$ cat src/rtl/apb_master_param.sv
// rtl/apb_master_param.sv - parameterised APB master with command handshake, wait-state timeout and response pulse
module apb_master_param #(
  parameter int ADDR_W  = 8,
  parameter int DATA_W  = 32,
  parameter int TIMEOUT = 16
) (
  input  logic                Pclk,
  input  logic                Presetn,
  input  logic                cmd_valid,
  output logic                cmd_ready,
  input  logic [ADDR_W-1:0]   cmd_addr,
  input  logic                cmd_wr,
  input  logic [DATA_W-1:0]   cmd_wdata,
  input  logic [DATA_W/8-1:0] cmd_strb,
  output logic                rsp_valid,
  output logic [DATA_W-1:0]   rsp_rdata,
  output logic                rsp_err,
  output logic                rsp_timeout,
  output logic                Psel,
  output logic                Penable,
  output logic                Pwrite,
  output logic [ADDR_W-1:0]   Paddr,
  output logic [DATA_W-1:0]   PWdata,
  output logic [DATA_W/8-1:0] Pstrb,
  input  logic [DATA_W-1:0]   PRdata,
  input  logic                Pready,
  input  logic                Pslverr
);

  localparam int CW = $clog2(TIMEOUT);

  typedef enum logic [1:0] {IDLE, SETUP, ACCESS} state_t;

  state_t        state;
  logic [CW-1:0] wait_cnt;
  logic          expire;
  logic          complete;
  logic          accept;

  // The TIMEOUT-th consecutive not-ready ACCESS cycle ends the transfer; a late Pready still wins.
  assign expire    = (state == ACCESS) && !Pready && (wait_cnt == CW'(TIMEOUT - 1));
  assign complete  = (state == ACCESS) && (Pready || expire);
  assign cmd_ready = (state == IDLE) || complete;
  assign accept    = cmd_valid && cmd_ready;

  // Transfer sequencing, APB bus drive and one-cycle response generation.
  always_ff @(posedge Pclk or negedge Presetn) begin
    if (!Presetn) begin
      state       <= IDLE;
      wait_cnt    <= '0;
      Psel        <= 1'b0;
      Penable     <= 1'b0;
      Pwrite      <= 1'b0;
      Paddr       <= '0;
      PWdata      <= '0;
      Pstrb       <= '0;
      rsp_valid   <= 1'b0;
      rsp_rdata   <= '0;
      rsp_err     <= 1'b0;
      rsp_timeout <= 1'b0;
    end else begin
      rsp_valid   <= complete;
      rsp_err     <= complete && (expire || Pslverr);
      rsp_timeout <= expire;
      rsp_rdata   <= (complete && Pready && !Pslverr && !Pwrite) ? PRdata : '0;

      if (accept) begin
        state   <= SETUP;
        Psel    <= 1'b1;
        Penable <= 1'b0;
        Paddr   <= cmd_addr;
        Pwrite  <= cmd_wr;
        PWdata  <= cmd_wr ? cmd_wdata : '0;
        Pstrb   <= cmd_wr ? cmd_strb : '0;
      end else begin
        case (state)
          SETUP: begin
            state    <= ACCESS;
            Penable  <= 1'b1;
            wait_cnt <= '0;
          end
          ACCESS: begin
            if (complete) begin
              state   <= IDLE;
              Psel    <= 1'b0;
              Penable <= 1'b0;
              Pwrite  <= 1'b0;
              PWdata  <= '0;
              Pstrb   <= '0;
            end else begin
              wait_cnt <= wait_cnt + CW'(1);
            end
          end
          default: begin
            state   <= IDLE;
            Psel    <= 1'b0;
            Penable <= 1'b0;
            Pwrite  <= 1'b0;
            PWdata  <= '0;
            Pstrb   <= '0;
          end
        endcase
      end
    end
  end

endmodule
$ cat config.mk
export PLATFORM = sky130hd
export DESIGN_NAME = apb_master_param
export DESIGN_NICKNAME = d
export VERILOG_FILES = /design/src/rtl/apb_master_param.sv
export SDC_FILE = /design/constraint.sdc
export NUM_CORES = 1
export LEC_CHECK = 0
export CAP_MARGIN = 20
export CORE_MARGIN = 2
export CORE_UTILIZATION = 41
export CTS_BUF_LIST = sky130_fd_sc_hd__clkbuf_4
export CTS_CLUSTER_DIAMETER = 60
export DETAILED_ROUTE_END_ITERATION = 6
export HOLD_SLACK_MARGIN = 0.15
export PLACE_DENSITY_LB_ADDON = 0.3
export SLEW_MARGIN = 10
export SYNTH_ARGS = -nofsm -noshare
export SYNTH_HDL_FRONTEND = slang
export SYNTH_SLANG_ARGS = --single-unit
$ cat constraint.sdc
create_clock -name Pclk -period 2.5 [get_ports Pclk]
set_input_delay 0.625 -clock Pclk [delete_from_list [all_inputs] [get_ports Pclk]]
set_output_delay 0.625 -clock Pclk [all_outputs]
set_load 0.01 [all_outputs]
Word level (Yosys, flattened, before mapping)
Cells that the tools add are included.
{"block": "word_totals", "ff_bits": 88}
{"block": "op_classes", "add_sub_neg": 1, "eq_ne": 6, "n_mux": 20, "n_bitwise": 1, "reduce_logical": 18}
{"operator": "32-bit two-way mux", "count": 4}
{"operator": "32-bit case mux with 2 select lines", "count": 1}
{"operator": "4-bit two-way mux", "count": 4}
{"operator": "4-bit case mux with 2 select lines", "count": 2}
{"operator": "1-bit logical AND", "count": 8}
{"operator": "4-bit by 1-bit adder with 4-bit output (second input constant)", "count": 1}
{"operator": "4-bit equality test (second input constant)", "count": 1}
{"operator": "1-bit two-way mux", "count": 4}
{"operator": "2-bit two-way mux", "count": 2}
{"operator": "2-bit inequality test (second input constant)", "count": 2}
{"operator": "1-bit case mux with 2 select lines", "count": 2}
{"operator": "2-bit case mux with 2 select lines", "count": 1}
{"operator": "1-bit zero test", "count": 3}
{"operator": "1-bit logical OR", "count": 3}
{"operator": "3-bit inequality test (second input constant)", "count": 1}
{"operator": "3-bit AND reduction", "count": 1}
{"operator": "2-bit by 1-bit equality test with 1-bit output (second input constant)", "count": 1}
{"operator": "2-bit equality test (second input constant)", "count": 1}
{"operator": "2-bit zero test", "count": 1}
{"operator": "2-bit AND reduction", "count": 1}
{"operator": "2-bit nonzero test", "count": 1}
{"operator": "1-bit NOT", "count": 1}

Longest topological paths before layout
Gate-level depths: netlist (run 1).
{"block": "logic_depth", "ltp_word": 9, "mapped_depth": 8}

Worst setup path after synthesis (run 1)
OpenSTA, ideal clock, no wires.
{"block": "synth_timing", "path_kind": "reg2reg", "from": "register state[0]", "to": "register PWdata[26]", "t_arrival_ns": 1.729, "required_time_ns": 2.435, "slack_ns": 0.706, "stages_incl_launch_ff": 8, "synth_period_minus_slack_ns": 1.794, "path_cell_list": "dfrtp_1 > inv_1 > ha_1 > nand4_2 > a21bo_2 > nor3b_4 > buf_6 > a22o_1"}
{"block": "synth_between", "elab_chain_len": 9}
{"element": "start, declared", "line_no": "34", "source": "state_t state;"}
{"element": "start signal, assigned", "line_no": "49", "source": "state <= IDLE;"}
{"element": "start signal, assigned", "line_no": "68", "source": "state <= SETUP;"}
{"element": "start signal, assigned", "line_no": "78", "source": "state <= ACCESS;"}
{"element": "2-bit equality test", "line_no": "41, 42, 76"}
{"element": "1-bit logical AND (2 in series)", "line_no": "41", "source": "assign expire = (state == ACCESS) && !Pready && (wait_cnt == CW'(TIMEOUT - 1));"}
{"element": "1-bit logical OR", "line_no": "42", "source": "assign complete = (state == ACCESS) && (Pready || expire);"}
{"element": "1-bit logical AND", "line_no": "42"}
{"element": "1-bit logical OR", "line_no": "43", "source": "assign cmd_ready = (state == IDLE) || complete;"}
{"element": "1-bit logical AND", "line_no": "44", "source": "assign accept = cmd_valid && cmd_ready;"}
{"element": "3-bit inequality test (no line) / 2-bit inequality test (equally long branches)"}
{"element": "2-bit AND reduction (no line)"}
{"element": "end signal, assigned", "line_no": "73", "source": "PWdata <= cmd_wr ? cmd_wdata : '0;"}
{"element": "end, declared", "line_no": "23", "source": "output logic [DATA_W-1:0] PWdata,"}
Several ways; a longest one is shown, not always the timed one.
A chain may end at the register's enable or synchronous reset.

==> key figures, run 1 <==
Clock network
  • TritonCTS Buffers: 9
  • Clock Path Buffers: 2
  • Clock root buffer: clkbuf_4
  • CTS tree: done
  • Clk sink count: 87
  • Worst skew pair latency: 0.42 ns
  • H-tree levels: 3
  • Clk slew on worst S/H paths: 0.14 ns

Timing
  • Final Critical Period: 2.27 ns
  • Least-Margin Pin Slew: 0.485 ns
  • Fmax achieved: 0.441 GHz
  • TNS Setup: 0 ns
  • Final-report max-slew violation count: 0
  • Hold Fails Final Rpt: 0
  • RSZ-0062 raised after global routing: no
  • Hold_ws: 0.508 ns
  • Final period util: 90.7%
  • Final setup vio count: 0
  • Clock Skews: 0.0190 ns
  • Relative slew margins: 67.7%

Power
  • Reg power frac: 45.4%
  • Max rail drop VDD: 0.377 mV
  • Combinational share of power: 37.6%
  • Clk pwr share: 17.0%
  • Internal power: 0.00268 W
  • Net Sw Power: 0.00124 W
  • LEAKAGE: 2.32 nW
  • Sw Ratio: 31.6%
  • PwrDens: 769 mW/mm²

Final layout
  • Fin util: 69.2%
  • Share of cells above drive strength 1: 10.5%
  • Layout Nets: 481
  • Layout overhead on the synthesized area: 61.6%
  • Antenna cells: 0

Logic synthesis
  • Synth area leader: dfrtp_1
  • Netlist cell types: 28
  • Top cell type's share of synthesized area: 69.0%
  • Post-synth EDFFs: 0
  • Sequential-to-total area share from yosys stat: 69.0%
  • Async set or reset register ratio after synthesis: 100%
  • Synthesized area per cell: 14.3 µm²
  • Post-synth top cells: dfrtp_1 (87), a22o_1 (36), and2_1 (33)
  • Post-Syn Area: 0.00315 mm²
  • Synth Instances: 220
  • YS warnings: 0
  • Synth top area cells: dfrtp_1 (69%), a22o_1 (10%), and2_1 (6.5%)
  • Syn Nets: 306
  • Most common cell in the netlist: dfrtp_1
  • Top FF cell, synth: dfrtp_1
  • Post-synthesis register bit count: 87

Die
  • Ports: 165
  • Core area: 0.00737 mm²
  • Die area: 0.00841 mm²
  • Die height: 91.7 µm
  • Die Wd: 91.7 µm
  • Initial Utilization: 42.8%
  • Rows: 31

Worst hold path
  • Worst hold endpoint: Psel$_DFFE_PN0P_
  • Hold Path Depth: 2
  • Worst Hold Launch: Psel$_DFFE_PN0P_
  • Worst min path class: flop to flop

Critical path
  • Reg2Reg Capture Point: PWdata[24]$_DFFE_PN0P_
  • Endpoint type of the worst setup path: output port
  • Worst-path fanout max: 7
  • Worst Setup Start Kind: flop
  • Reg-to-reg startpoint: Penable$_DFFE_PN0P_
  • R2r setup slk: 0.75 ns
  • CP arrival: 1.64 ns
  • Worst Path Class, Setup: flop to output port
  • Worst reg2reg path depth: 7
  • CP required: 1.88 ns

Global route
  • Largest net degree at the start of global routing: 52
  • Initial antenna violation count: 0
  • Global route overflow: 0
  • Grt met2 use: 29.6%
  • Most Crowded Layer GR: met2
  • Number of global-route vias before repair: 2499
  • Grt met3 use: 7.97%
  • First-pass GRT wire length: 12600 µm
  • Met1 usage: 24.4%
  • Tot GR Track Use: 19.2%

Placed design
  • Port Buffer Count: 164
  • Placer Congestion: 0.842
  • Post-DP HPWL: 5560 µm

Route
  • DR vias: 2417
  • Post-DR wirelength/cell: 15.3 µm
  • ANT nets after route: 0
  • First-pass DRT Iterations: 4
  • Vias/cell: 4.84
  • WL final: 7650 µm
  • DRC: 0
  • Initial drt markers: 59

Outcome
  • Status: complete, no violations

Job
  • Max-cap viol count: 0
## worst max path at each step
stage                              start                endpoint  slack, ns  cells past startpoint
floorplan           state[0]$_DFFE_PN0P_  PWdata[26]$_DFFE_PN0P_       0.71                      7
global placement                  Pready               cmd_ready       0.09                      4
detailed placement                Pready               cmd_ready       0.06                      4
CTS                  Penable$_DFFE_PN0P_               cmd_ready       0.20                      5
global route         Penable$_DFFE_PN0P_               cmd_ready       0.15                      5
finish               Penable$_DFFE_PN0P_               cmd_ready       0.23                      5
## logic make-up (layout without fill, tap and decap cells)
group	after synthesis	count (layout)	synth area share, %
adders and majority gates	4	4	1.59
DFF	87	87	69.0
AOI/OAI and AO/OA	52	52	13.7
and+or+nand+nor	54	54	10.2
buffers and inverters	15	195	2.58
muxes	8	8	2.86
## repair_timing
item / CTS / global route
setup endpoints to repair: 1 / 0
hold buffers: 1 / 0
gates resized for setup: 5 / 0
hold endpoints to repair: 16 / 0
buffers inserted: 2 / 0
## power groups by stage
stage	Sequential (W)	Combinational, W	Clock (W)
2_1_floorplan	0.00191	0.000517	0
3_3_place_gp	0.00179	0.00143	0
3_5_place_dp	0.00181	0.00145	0
4_1_cts	0.00178	0.00149	0.000707
5_1_grt	0.00181	0.00158	0.000772
6_report	0.00178	0.00147	0.000667
## worst max-delay path, stage by stage, from the launching register on
cell and delay [ns]:
dfrtp_1 0.41, buf_4 0.15, ha_4 0.18, a21oi_2 0.15, nand2_1 0.06, dlygate4sd2_1 0.28
## area by class of cell
cell class | instances | area (µm²)
clock inverter | 7 | 47.5
fill | 539 | 2270
inverter | 4 | 15.0
sequential | 87 | 2180
timing repair buffer | 175 | 1750
tap | 99 | 124
multi-input combinational | 118 | 917
clock buffer | 9 | 67.6
## metrics by stage
step,cells,setup slack (ns),instance area (µm²),power [W]
floorplan,220,0.706,3150,0.00243
global placement,480,0.0896,4940,0.00322
detailed placement,480,0.0649,4940,0.00326
CTS,499,0.203,5100,0.00398
global route,499,0.149,5100,0.00417
finish,499,0.231,5100,0.00392
## per-layer routing
metal | part of all wire (%) | routed length, µm
met1 | 40 | 3080
met5 | 0 | 0
met2 | 46 | 3530
met4 | 1.4 | 108
met3 | 12 | 930
## flip-flops by register name, indices dropped and copies added, names as in the netlist, 4 cells and up
signal	flops
PWdata	32
Paddr	8
Pstrb	4
rsp_rdata	32
wait_cnt	4
## cell usage in the layout, fill, tap and decap left out, drive strengths merged
| cell type | synthesis | routed |
|---|---|---|
| a22o | 37 | 37 |
| clkinv | 0 | 5 |
| o31ai | 1 | 1 |
| clkdlybuf4s50 | 0 | 162 |
| nor3b | 1 | 1 |
| o21ai | 4 | 4 |
| and2 | 33 | 33 |
| nand3 | 3 | 3 |
| nor3 | 1 | 1 |
| a21o | 1 | 1 |
| a32o | 1 | 1 |
| dlygate4sd2 | 0 | 1 |
| a21oi | 3 | 3 |
| dfrtp | 87 | 87 |
| ha | 4 | 4 |
| a41o | 1 | 1 |
| nand4 | 1 | 1 |
| mux2 | 8 | 8 |
| nor2b | 1 | 1 |
| buf | 5 | 11 |
| clkinvlp | 0 | 1 |
| nand2 | 11 | 11 |
| dlygate4sd3 | 0 | 1 |
| clkbuf | 6 | 9 |
| or2b | 1 | 1 |
| a21bo | 1 | 1 |
| nor2 | 1 | 1 |
| a31oi | 2 | 2 |
| inv | 4 | 5 |
| and3 | 1 | 1 |
| a21boi | 1 | 1 |
Power figures use the tool's default switching activity.
==> run 2, diff against run 1 <==
--- a/config.mk
+++ b/config.mk
@@ -13,7 +13,7 @@
 export DETAILED_ROUTE_END_ITERATION = 6
 export HOLD_SLACK_MARGIN = 0.15
 export PLACE_DENSITY_LB_ADDON = 0.3
-export SLEW_MARGIN = 10
+export SLEW_MARGIN = 20
 export SYNTH_ARGS = -nofsm -noshare
 export SYNTH_HDL_FRONTEND = slang
 export SYNTH_SLANG_ARGS = --single-unit
==> results of run 2 <==
Final layout, timing and power as in run 1 (identical DEF).
==> run 3, diff against run 2 <==
--- a/config.mk
+++ b/config.mk
@@ -7,8 +7,8 @@
 export LEC_CHECK = 0
 export CAP_MARGIN = 20
 export CORE_MARGIN = 2
-export CORE_UTILIZATION = 41
-export CTS_BUF_LIST = sky130_fd_sc_hd__clkbuf_4
+export CORE_UTILIZATION = 42
+export CTS_BUF_LIST = sky130_fd_sc_hd__clkbuf_8 sky130_fd_sc_hd__clkbuf_16
 export CTS_CLUSTER_DIAMETER = 60
 export DETAILED_ROUTE_END_ITERATION = 6
 export HOLD_SLACK_MARGIN = 0.15
==> constraint.sdc (replaced) <==
create_clock -name Pclk -period 2.8 [get_ports Pclk]
set_input_delay 0.7 -clock Pclk [delete_from_list [all_inputs] [get_ports Pclk]]
set_output_delay 0.7 -clock Pclk [all_outputs]
set_load 0.01 [all_outputs]
==> run 3 against run 2 <==
Against the previous run:
- clock skew down 0.0073 ns
- core utilization is 2.4 points higher
- critical endpoint unchanged
- register-to-register slack improved by 0.03 ns
- clock power grew 75%
- count of clock-buffer cells in the layout grew 2
- largest power group unchanged
- power rose by 2.2%
- flip-flop and latch count unchanged
- sequential power fell by 11%
- die area is 2.3% lower
- worst setup slack got worse by 0.084 ns
- cell count is 1.0% lower
==> key figures, run 3 (synthesis results as in run 1) <==
Outcome
  • Status: complete, no violations

Critical path
  • CP required: 2.10 ns
  • Reg2Reg Capture Point: Pstrb[2]$_DFFE_PN0P_
  • Reg-to-reg startpoint: state[0]$_DFFE_PN0P_
  • Worst reg2reg path depth: 7
  • Largest delay share family, worst path: buffers and inverters
  • Worst path max stage delay: 0.53 ns
  • Worst path bufs/invs: 2
  • Endpoint type of the worst setup path: output port
  • Cells along the critical path: inv_1 > ha_1 > nand4_2 > nand2_1 > clkdlybuf4s50_1
  • Worst-path fanout max: 7
  • Crit-path slowest cell: clkdlybuf4s50_1
  • CP arrival: 1.95 ns
  • Worst Path Class, Setup: flop to output port
  • Worst Setup Start Kind: flop
  • R2r setup slk: 0.78 ns

Power
  • Combinational share of power: 31.0%
  • Clk pwr share: 29.2%
  • LEAKAGE: 2.36 nW
  • PwrDens: 771 mW/mm²
  • Net Sw Power: 0.00111 W
  • Sw Ratio: 27.7%
  • Reg power frac: 39.8%
  • Internal power: 0.00289 W
  • Max rail drop VDD: 0.372 mV

Timing
  • Fmax achieved: 0.377 GHz
  • TNS Setup: 0 ns
  • Hold Fails Final Rpt: 0
  • Final setup vio count: 0
  • Least-Margin Pin Slew: 0.683 ns
  • Clock Skews: 0.0117 ns
  • Final-report max-slew violation count: 0
  • Final Critical Period: 2.65 ns
  • Final period util: 94.7%
  • RSZ-0062 raised after global routing: no
  • Hold_ws: 0.379 ns
  • Relative slew margins: 54.1%
  • Worst setup margin: 0.147 ns

Job
  • Max-cap viol count: 0

Die
  • Die area: 0.00822 mm²
  • Initial Utilization: 43.5%
  • Rows: 31
  • Die height: 90.7 µm
  • Die Wd: 90.7 µm
  • Core area: 0.00725 mm²
  • Ports: 165

Global route
  • Grt met3 use: 9.68%
  • Met1 usage: 24.5%
  • Tot GR Track Use: 20.6%
  • Initial antenna violation count: 0
  • Global route overflow: 0
  • Grt met2 use: 32.6%
  • First-pass GRT wire length: 13100 µm
  • Most Crowded Layer GR: met2
  • Number of global-route vias before repair: 2567
  • Largest net degree at the start of global routing: 56

Placed design
  • Placer Congestion: 0.737
  • Dpl ws: 0.225 ns
  • Post-DP HPWL: 5880 µm
  • Dpl cell area: 0.00491 mm²
  • Port Buffer Count: 164

Route
  • ANT nets after route: 0
  • Initial drt markers: 116
  • DR vias: 2394
  • First-pass DRT Iterations: 4
  • WL final: 8070 µm
  • Vias/cell: 4.85
  • DRC: 0
  • Post-DR wirelength/cell: 16.3 µm

Clock network
  • CTS tree: done
  • Clk slew on worst S/H paths: 0.09 ns
  • Hold Buf Count CTS: 0
  • Clk sink count: 87
  • H-tree levels: 3
  • Cts repair resizes: 0
  • TritonCTS Buffers: 9
  • Clock Path Buffers: 2
  • Worst skew pair latency: 0.35 ns
  • Clock root buffer: clkbuf_8
  • Setup Buffers After CTS: 0

Final layout
  • Layout Nets: 476
  • Largest regs: PWdata (32), rsp_rdata (32), Paddr (8)
  • Antenna cells: 0
  • Most common cell after layout, fill and taps aside: clkdlybuf4s50_1
  • Layout overhead on the synthesized area: 64.6%
  • Share of cells above drive strength 1: 9.11%
  • Final non-filler cell area: 0.00519 mm²
  • Most frequent cells in the layout: clkdlybuf4s50_1 (163), dfrtp_1 (87), a22o_1 (36)

Worst hold path
  • Worst min path class: input port to async pin
==> run 3: cell count changes in the layout (fill, tap and decap cells not counted), moves of 2 or more <==
cell,delta
clkbuf_8,+11
clkbuf_4,-9
bufinv_16,+4
buf_4,-3
clkinv_2,-2
clkinv_4,-2
==> run 3: how the worst max path moves through the flow <==
stage | startpoint | end | slack, ns | cells past startpoint
2_1_floorplan | state[0]$_DFFE_PN0P_ | PWdata[26]$_DFFE_PN0P_ | 1.01 | 7
3_3_place_gp | Pready | cmd_ready | 0.24 | 4
3_5_place_dp | Pready | cmd_ready | 0.22 | 4
4_1_cts | state[0]$_DFFE_PN0P_ | cmd_ready | 0.13 | 5
5_1_grt | state[0]$_DFFE_PN0P_ | cmd_ready | 0.05 | 5
6_report | state[0]$_DFFE_PN0P_ | cmd_ready | 0.15 | 5
==> run 3: routing by layer <==
| metal | part of all wire (%) | vias up |
|---|---|---|
| met5 | 0 | - |
| met4 | 1.3 | 0 |
| met3 | 12 | 8 |
| met2 | 48 | 121 |
| met1 | 39 | 1155 |
| li1 | - | 1110 |
==> run 3: layout make-up <==
| type | instances | area (µm²) |
|---|---|---|
| clock buffers | 11 | 151 |
| clock inverters | 5 | 128 |
| fillers | 506 | 2060 |
| inverters | 4 | 15.0 |
| multi-input cells | 118 | 901 |
| flip-flops and latches | 87 | 2180 |
| well taps | 99 | 124 |
| repair buffers | 170 | 1700 |
==> run 3: worst reg2reg max path, stage by stage (launching register included) <==
cell	delay (ns)
dfrtp_1	0.40
inv_1	0.08
ha_1	0.29
nand4_2	0.19
a21bo_2	0.34
nor3b_4	0.24
buf_12	0.22
a22o_1	0.19
==> run 3: metrics by stage <==
stage | total power, W | instances | util, %
4_1_cts | 0.00405 | 494 | 71.6
3_5_place_dp | 0.00287 | 478 | 67.7
3_3_place_gp | 0.00283 | 478 | 67.7
5_1_grt | 0.00421 | 494 | 71.6
2_1_floorplan | 0.00217 | 220 | -
6_report | 0.00401 | 494 | 71.6
==> run 3: power by group through the flow <==
stage | Sequential [W] | Clock, W | Combinational, W
after floorplan | 0.00171 | 0 | 0.000462
after global placement | 0.00160 | 0 | 0.00123
after detailed placement | 0.00162 | 0 | 0.00125
after CTS | 0.00160 | 0.00119 | 0.00126
after global routing | 0.00163 | 0.00125 | 0.00134
final | 0.00159 | 0.00117 | 0.00124
